`config.mk`:
```
export PLATFORM = sky130hd
export DESIGN_NAME = gcm_stream_feeder
export DESIGN_NICKNAME = d
export VERILOG_FILES = /design/src/rtl/gcm_stream_feeder.sv
export SDC_FILE = /design/constraint.sdc
export NUM_CORES = 1
export LEC_CHECK = 0
export ABC_AREA = 0
export BUFFER_PORTS_ARGS = -buffer_cell sky130_fd_sc_hd__buf_2
export CAP_MARGIN = 25
export CORE_AREA = 10 10 186 188
export DETAILED_ROUTE_END_ITERATION = 8
export DIE_AREA = 0 0 196 198
export PLACE_DENSITY = 0.71
export SYNTH_ARGS = -nofsm -noshare
export SYNTH_HDL_FRONTEND = slang
export SYNTH_SLANG_ARGS = --single-unit
export TNS_END_PERCENT = 30
```
`constraint.sdc`:
```
create_clock -name clk -period 3.5 [get_ports clk]
set_input_delay 0.175 -clock clk [delete_from_list [all_inputs] [get_ports clk]]
set_output_delay 0.175 -clock clk [all_outputs]
set_load 0.1 [all_outputs]
```
`src/rtl/gcm_stream_feeder.sv`:
```
// gcm_stream_feeder: packs a host 32-bit word stream (AAD words, then payload
// words) into 128-bit keep-masked beats for the AEAD core, and issues the core
// start pulse together with the section bit lengths.
module gcm_stream_feeder #(
    parameter int LEN_W = 16
) (
    input  logic             clk,
    input  logic             rst_n,
    input  logic             start,
    input  logic [LEN_W-1:0] len_aad_bytes,
    input  logic [LEN_W-1:0] len_pld_bytes,
    output logic             busy,
    output logic             done,
    output logic             core_start,
    output logic [63:0]      len_aad_bits,
    output logic [63:0]      len_pld_bits,
    input  logic             s_valid,
    output logic             s_ready,
    input  logic [31:0]      s_data,
    output logic             aad_valid,
    input  logic             aad_ready,
    output logic             aad_last,
    output logic [127:0]     aad_data,
    output logic [15:0]      aad_keep,
    output logic             din_valid,
    input  logic             din_ready,
    output logic             din_last,
    output logic [127:0]     din_data,
    output logic [15:0]      din_keep
);

    typedef enum logic [2:0] {
        IDLE,
        AAD_FILL,
        AAD_SEND,
        PLD_FILL,
        PLD_SEND,
        FIN
    } state_t;

    state_t           state;
    state_t           state_next;
    logic [LEN_W-1:0] rem_aad;
    logic [LEN_W-1:0] rem_pld;
    logic [LEN_W-1:0] cur_rem;
    logic [1:0]       widx;
    logic [127:0]     beat_buf;
    logic [127:0]     data_mask;
    logic [15:0]      keep_mask;
    logic [4:0]       n;
    logic [4:0]       n_plus;
    logic [2:0]       words_needed;
    logic             last_word;
    logic             sec_last;
    logic             word_fire;
    logic             beat_fire;

    // Beat sizing for the section in progress: bytes in this beat, words to
    // collect, keep mask and the matching byte-wide data mask.
    always_comb begin
        cur_rem = rem_pld;
        if (state == AAD_FILL || state == AAD_SEND) begin
            cur_rem = rem_aad;
        end
        n = cur_rem[4:0];
        if (cur_rem >= LEN_W'(16)) begin
            n = 5'd16;
        end
        n_plus       = n + 5'd3;
        words_needed = n_plus[4:2];
        last_word    = ({1'b0, widx} == (words_needed - 3'd1));
        sec_last     = (cur_rem == LEN_W'(n));
        keep_mask    = ~(16'hFFFF >> n);
        for (int i = 0; i < 16; i++) begin
            data_mask[8*i +: 8] = {8{keep_mask[i]}};
        end
    end

    // State register.
    always_ff @(posedge clk) begin
        if (!rst_n) begin
            state <= IDLE;
        end else begin
            state <= state_next;
        end
    end

    // Next-state logic and the handshake / stream outputs decoded from state.
    always_comb begin
        state_next = state;
        busy       = (state != IDLE);
        done       = 1'b0;
        s_ready    = 1'b0;
        aad_valid  = 1'b0;
        aad_last   = 1'b0;
        aad_data   = '0;
        aad_keep   = '0;
        din_valid  = 1'b0;
        din_last   = 1'b0;
        din_data   = '0;
        din_keep   = '0;
        word_fire  = 1'b0;
        beat_fire  = 1'b0;
        case (state)
            IDLE: begin
                if (start) begin
                    if (len_aad_bytes != '0) begin
                        state_next = AAD_FILL;
                    end else if (len_pld_bytes != '0) begin
                        state_next = PLD_FILL;
                    end else begin
                        state_next = FIN;
                    end
                end
            end
            AAD_FILL, PLD_FILL: begin
                s_ready   = 1'b1;
                word_fire = s_valid;
                if (s_valid && last_word) begin
                    state_next = (state == AAD_FILL) ? AAD_SEND : PLD_SEND;
                end
            end
            AAD_SEND: begin
                aad_valid = 1'b1;
                aad_last  = sec_last;
                aad_data  = beat_buf & data_mask;
                aad_keep  = keep_mask;
                beat_fire = aad_ready;
                if (aad_ready) begin
                    if (!sec_last) begin
                        state_next = AAD_FILL;
                    end else if (rem_pld != '0) begin
                        state_next = PLD_FILL;
                    end else begin
                        state_next = FIN;
                    end
                end
            end
            PLD_SEND: begin
                din_valid = 1'b1;
                din_last  = sec_last;
                din_data  = beat_buf & data_mask;
                din_keep  = keep_mask;
                beat_fire = din_ready;
                if (din_ready) begin
                    state_next = sec_last ? FIN : PLD_FILL;
                end
            end
            FIN: begin
                done       = 1'b1;
                state_next = IDLE;
            end
            default: begin
                state_next = IDLE;
            end
        endcase
    end

    // Datapath: length latching, core start pulse, word packing and the
    // per-section remaining byte counters.
    always_ff @(posedge clk) begin
        if (!rst_n) begin
            core_start   <= 1'b0;
            len_aad_bits <= '0;
            len_pld_bits <= '0;
            rem_aad      <= '0;
            rem_pld      <= '0;
            widx         <= '0;
            beat_buf     <= '0;
        end else begin
            core_start <= 1'b0;
            if (state == IDLE && start) begin
                core_start   <= 1'b1;
                len_aad_bits <= {{(64-LEN_W-3){1'b0}}, len_aad_bytes, 3'b000};
                len_pld_bits <= {{(64-LEN_W-3){1'b0}}, len_pld_bytes, 3'b000};
                rem_aad      <= len_aad_bytes;
                rem_pld      <= len_pld_bytes;
                widx         <= '0;
                beat_buf     <= '0;
            end
            if (word_fire) begin
                case (widx)
                    2'd0: beat_buf[127:96] <= s_data;
                    2'd1: beat_buf[95:64]  <= s_data;
                    2'd2: beat_buf[63:32]  <= s_data;
                    default: beat_buf[31:0] <= s_data;
                endcase
                widx <= last_word ? 2'd0 : widx + 2'd1;
            end
            if (beat_fire) begin
                beat_buf <= '0;
                if (state == AAD_SEND) begin
                    rem_aad <= rem_aad - LEN_W'(n);
                end else begin
                    rem_pld <= rem_pld - LEN_W'(n);
                end
            end
        end
    end

endmodule

```
# == Word level (Yosys, flattened, before mapping) ==
# Index checks and enable logic that the tools add are counted.
# totals
input_bits,70
output_inout_bits,424
wordCells,86
reg_bits,198
# classes
eq_ne,13
shifts,1
mux,41
order_cmp,1
n_addsub,5
n_bitwise,3
n_reduce_logical,14
# op_table
operator,n
two-way mux 128 bit,4
two-way mux 16 bit,9
bitwise AND 128 bit,1
two-way mux 32 bit,4
nonzero test 16 bit,3
subtractor 16 x 5 -> 16 bit,2
two-way mux 3 bit,10
equality test 16 x 5 -> 1 bit,1
greater-or-equal comparator 16 x 5 -> 1 bit (second input constant),1
inverter 16 bit,1
right shift 16 x 5 -> 16 bit (first input constant),1
one-hot mux 3 bit (4 select lines),1
two-way mux 1 bit,8
!= test 2 bit (second input constant),4
equality test 3 x 2 -> 1 bit (second input constant),2
equality test 3 bit (second input constant),2
two-way mux 2 bit,3
adder 5 x 2 -> 5 bit (second input constant),1
two-way mux 5 bit,1
AND reduction 4 bit,1
OR reduction 2 bit,2
equality test 2 x 3 -> 1 bit,1
equality test 3 x 1 -> 1 bit (second input constant),1
zero test 3 bit,1
12 further kinds,13

# == Longest topological paths before layout ==
# logic_depth
depth_word,11
ltp_mapped,18
mapped_depth_nobuf,15

# == Worst setup path before layout ==
# Ideal clock, no wire load.
# synth_path
path_type,register -> output
startpoint,register state[0]
endpoint,output aad_data[120]
stages_incl_launch_ff,9
t_required_ns,3.325
t_arrival_ns,3.979
path_slack_ns,-0.654
path_buffers,2
cell_sequence,dfxtp_1 > buf_4 > xnor2_2 > nor2_2 > buf_2 > or3_1 > a22oi_4 > a31oi_1 > and2_1
# synth_between
elab_chain_cells,9
word_cells_on_any_way,10
classes_between,order compare (1); eq/ne (2); shift (1); mux (3); bitwise (2); reduce/logical (1)
# synth_rtl
item,line,text
"start, declared",41,state_t state;
"start signal, assigned",84,state <= state_next;
equality test 3 x 1 -> 1 bit or equality test 3 x 2 -> 1 bit (tied branches),"62, 104",
logical OR 1 bit,62,if (state == AAD_FILL || state == AAD_SEND) begin
two-way mux 16 bit,62,
greater-or-equal comparator 16 x 5 -> 1 bit,66,if (cur_rem >= LEN_W'(16)) begin
two-way mux 5 bit,66,
right shift 16 x 5 -> 16 bit,73,keep_mask = ~(16'hFFFF >> n);
inverter 16 bit,73,
bitwise AND 128 bit,126,aad_data = beat_buf & data_mask;
two-way mux 128 bit *,104,case (state)
"end, declared",23,"output logic [127:0] aad_data,"
# Mark *: on every way between the ends. The rest lies on a longest branch, timed or not.

# == Final worst setup path ==
# layout_path
startpoint,register rem_pld[8]
endpoint,output din_data[127]
# layout_between
elab_chain_cells,7
# layout_rtl
item,line,text
"start, declared",44,logic [LEN_W-1:0] rem_pld;
"start signal, assigned",177,rem_pld <= len_pld_bytes;
"start signal, assigned",195,rem_pld <= rem_pld - LEN_W'(n);
two-way mux 16 bit,62,
greater-or-equal comparator 16 x 5 -> 1 bit,66,
two-way mux 5 bit,66,
right shift 16 x 5 -> 16 bit,73,
inverter 16 bit,73,
bitwise AND 128 bit,142,din_data = beat_buf & data_mask;
two-way mux 128 bit,104,
"end, declared",28,"output logic [127:0] din_data,"
# Every way passes these cells.

==> out/results.tsv <==
metric	value	unit
die_x	196	um
h-tree-depth	4	
timing.final.ws_setup	0.05733	ns
layoutNonFillerInstCount	2172	
routed_wl	45810	um
grt_pass1_vias	11430	
die_h	198	um
fill_cells	2837	
p_comb_share	46.6	%
synth_edf_count	0	
synth_area_leaders	dfxtp_1 (37%), and2_1 (13%), a22oi_1 (9.0%)	
yosysMostFrequentCell	and2_1	
cts_tree	yes	
final_max_slew_viol_count	0	
dp_cells	2130	
synth_fa_ha_area_share	2.113	%
ys_warn_count	0	
core	31070	sq um
max_stage_delay	0.46	ns
cts_buffers	17	
slowest_stage	or3_1	
grt_usage	22.22	%
dp.final_hpwl	35360	um
ys.flop_type	dfxtp_1	
tns	0	ns
synth_top_area_share	36.78	%
crit_required	3.32	ns
pwr-share-seq	29.8	%
finalCritPeriodShare	98.36	%
fp-row-count	65	
p_int	4.357	mW
io_buffer_count	397	
path_cells	nor4_4, nand3_2, buf_4, or3_1, a22oi_4, a31oi_1, and2_1, buf_2	
grt_overflow	0	
synth-seq-cells	198	
min_period	3.443	ns
p_per_area	521.3	nW/um^2
syn_inst	1360	
yosys.area_share.xor_xnor	0.9637	%
p_switching	4.157	mW
synth-simple-area-share	30.35	%
grt_pass1_wl	68650	um
ant_nets	0	
synth_common_cells	and2_1 (229), dfxtp_1 (198), nor2_1 (184), a22oi_1 (129), nand2_1 (114)	
max_freq	290.5	MHz
maxCapViolCount	0	
clkTransAtPathRegs	0.08	ns
cp-start-kind	flip-flop	
synth_top_family_by_area	simple AND/OR/NAND/NOR gates	
p_clk_share	23.6	%
drtIter0Drc	816	
worst_hold_slack	0.02576	ns
cts.sinks	198	
clockBufferDepth	2	
firstDrtPassIters	5	
swShare	48.83	%
wl_per_cell	21.09	um
tightest_slew	0.9565	ns
cpLargestDelayFamily	simple AND/OR/NAND/NOR gates	
io_pins	494	
clkLatencyLatePin	0.44	ns
dieArea	38810	sq um
start_util	34.69	%
async_flop_share	0	%
timing.critical_path.buf_inv	2	
hold_path_class	in -> reg	
yosysTopAreaCell	dfxtp_1	
synth_compound_area_share	18.33	%
rsz0062_at_grt	true	
viasPerCell	5.206	
status	completed	
design_area	16330	sq um
place_ws	-0.1837	ns
syn_area	10780	sq um
vias	11310	
drive_gt1_share	31.11	%
path_max_fanout	9	
slew_headroom	36.14	%
register_area	3964	sq um
grt_max_degree	58	
drc_errors	0	
synth_cell_type_count	59	
path_class	reg -> out	
end_kind	output port	
avgSynthCellArea	7.924	sq um
nNetsFinal	1842	
p_leak	7.183	nW
clock-skew-final	0.02252	ns
irDropWorstVdd	0.3793	mV
area_growth_syn_to_layout	51.56	%
hold_viol	0	
seq_area_frac_synth	36.78	%
power.total	8.514	mW
fin_util	52.57	%
root_buffer	clkbuf_16	
worst_ep_arrival_time	3.27	ns
place_congestion	0.9078	
place_area	15530	sq um
setup_viol	0	
multiInputGateArea	6221	sq um
synth.area.mux_share	0.9172	%
antenna_found_initial	4	
==> worst min-delay path, cell delays in order <==
cell     delay (ns)
buf_2          0.11
nand2_1        0.07
a21oi_1        0.06
==> flip-flops by register name (all words and copies together) (netlist names) <==
name / count
widx: 2
len_aad_bits: 16
len_pld_bits: 16
rem_aad: 16
core_start: 1
rem_pld: 16
state: 3
beat_buf: 128
==> metal layers <==
metal	up-vias	wire length, um	GRT usage, %
li1	5259	-	-
met1	5426	16630	24.38
met2	566	22840	38.20
met3	54	5430	10.38
met4	2	896	5.090
met5	-	8	0
==> cell type report <==
cell class	instances	area share, %
Clock inverter	14	1.057
Sequential cell	198	24.27
Inverter	23	0.5286
Tap cell	402	3.080
Multi-Input combinational cell	1059	38.09
Antenna cell	2	0.03064
Clock buffer	18	2.628
Timing Repair Buffer	456	30.32
==> layout by cell type, fill, tap and decap left out, types with 8 or more instances in the layout <==
master	instances
nand3_1	8
a31oi_1	21
and3_1	35
a21oi_1	55
and2_1	229
or3_1	9
nor4_1	9
nor3_1	9
nor2_1	172
buf_12	168
o21ai_0	19
buf_4	55
nand2_1	113
clkbuf_16	17
dfxtp_1	198
a21oi_2	9
a22oi_1	129
ha_1	14
inv_1	21
buf_2	231
nor2_2	9
conb_1	96
==> power by group through the flow <==
stage / sequential, mW / clock [mW] / combinational, mW
floorplan: 2.87 / 0 / 2.51
global placement: 2.56 / 0 / 3.79
detailed placement: 2.57 / 0 / 3.83
CTS: 2.52 / 2.05 / 3.87
global route: 2.55 / 2.15 / 4.20
finish: 2.54 / 2.01 / 3.97
==> cell families (layout without fill, tap and decap cells) <==
kind of cell | after synthesis | in the layout
other | 1 | 98
DFF | 198 | 198
adders and majority gates | 17 | 17
AOI/OAI and AO/OA | 285 | 285
xor gates and xnor gates | 11 | 11
and+or+nand+nor | 641 | 641
muxes | 9 | 9
buffers and inverters | 198 | 511
==> final timing paths <==
check	from	end	slack (ns)	cells past startpoint
setup / recovery	rem_pld[8]$_SDFF_PN0_	din_data[127]	0.06	8
hold / removal	len_pld_bytes[8]	len_pld_bits[11]$_SDFFE_PN0P_	0.03	3
setup reg to reg	rem_pld[8]$_SDFF_PN0_	rem_aad[14]$_SDFF_PN0_	0.08	15
hold reg to reg	len_aad_bits[10]$_SDFFE_PN0P_	len_aad_bits[10]$_SDFFE_PN0P_	0.46	2
==> timing repair <==
action,4_1_cts,5_1_grt
buffers inserted,0,6
resized for setup,10,25
hold buffers,2,0
pin swaps,3,12
hold endpoints to repair,2,0
setup endpoints to repair,43,88
Power figures use the tool's default switching activity.
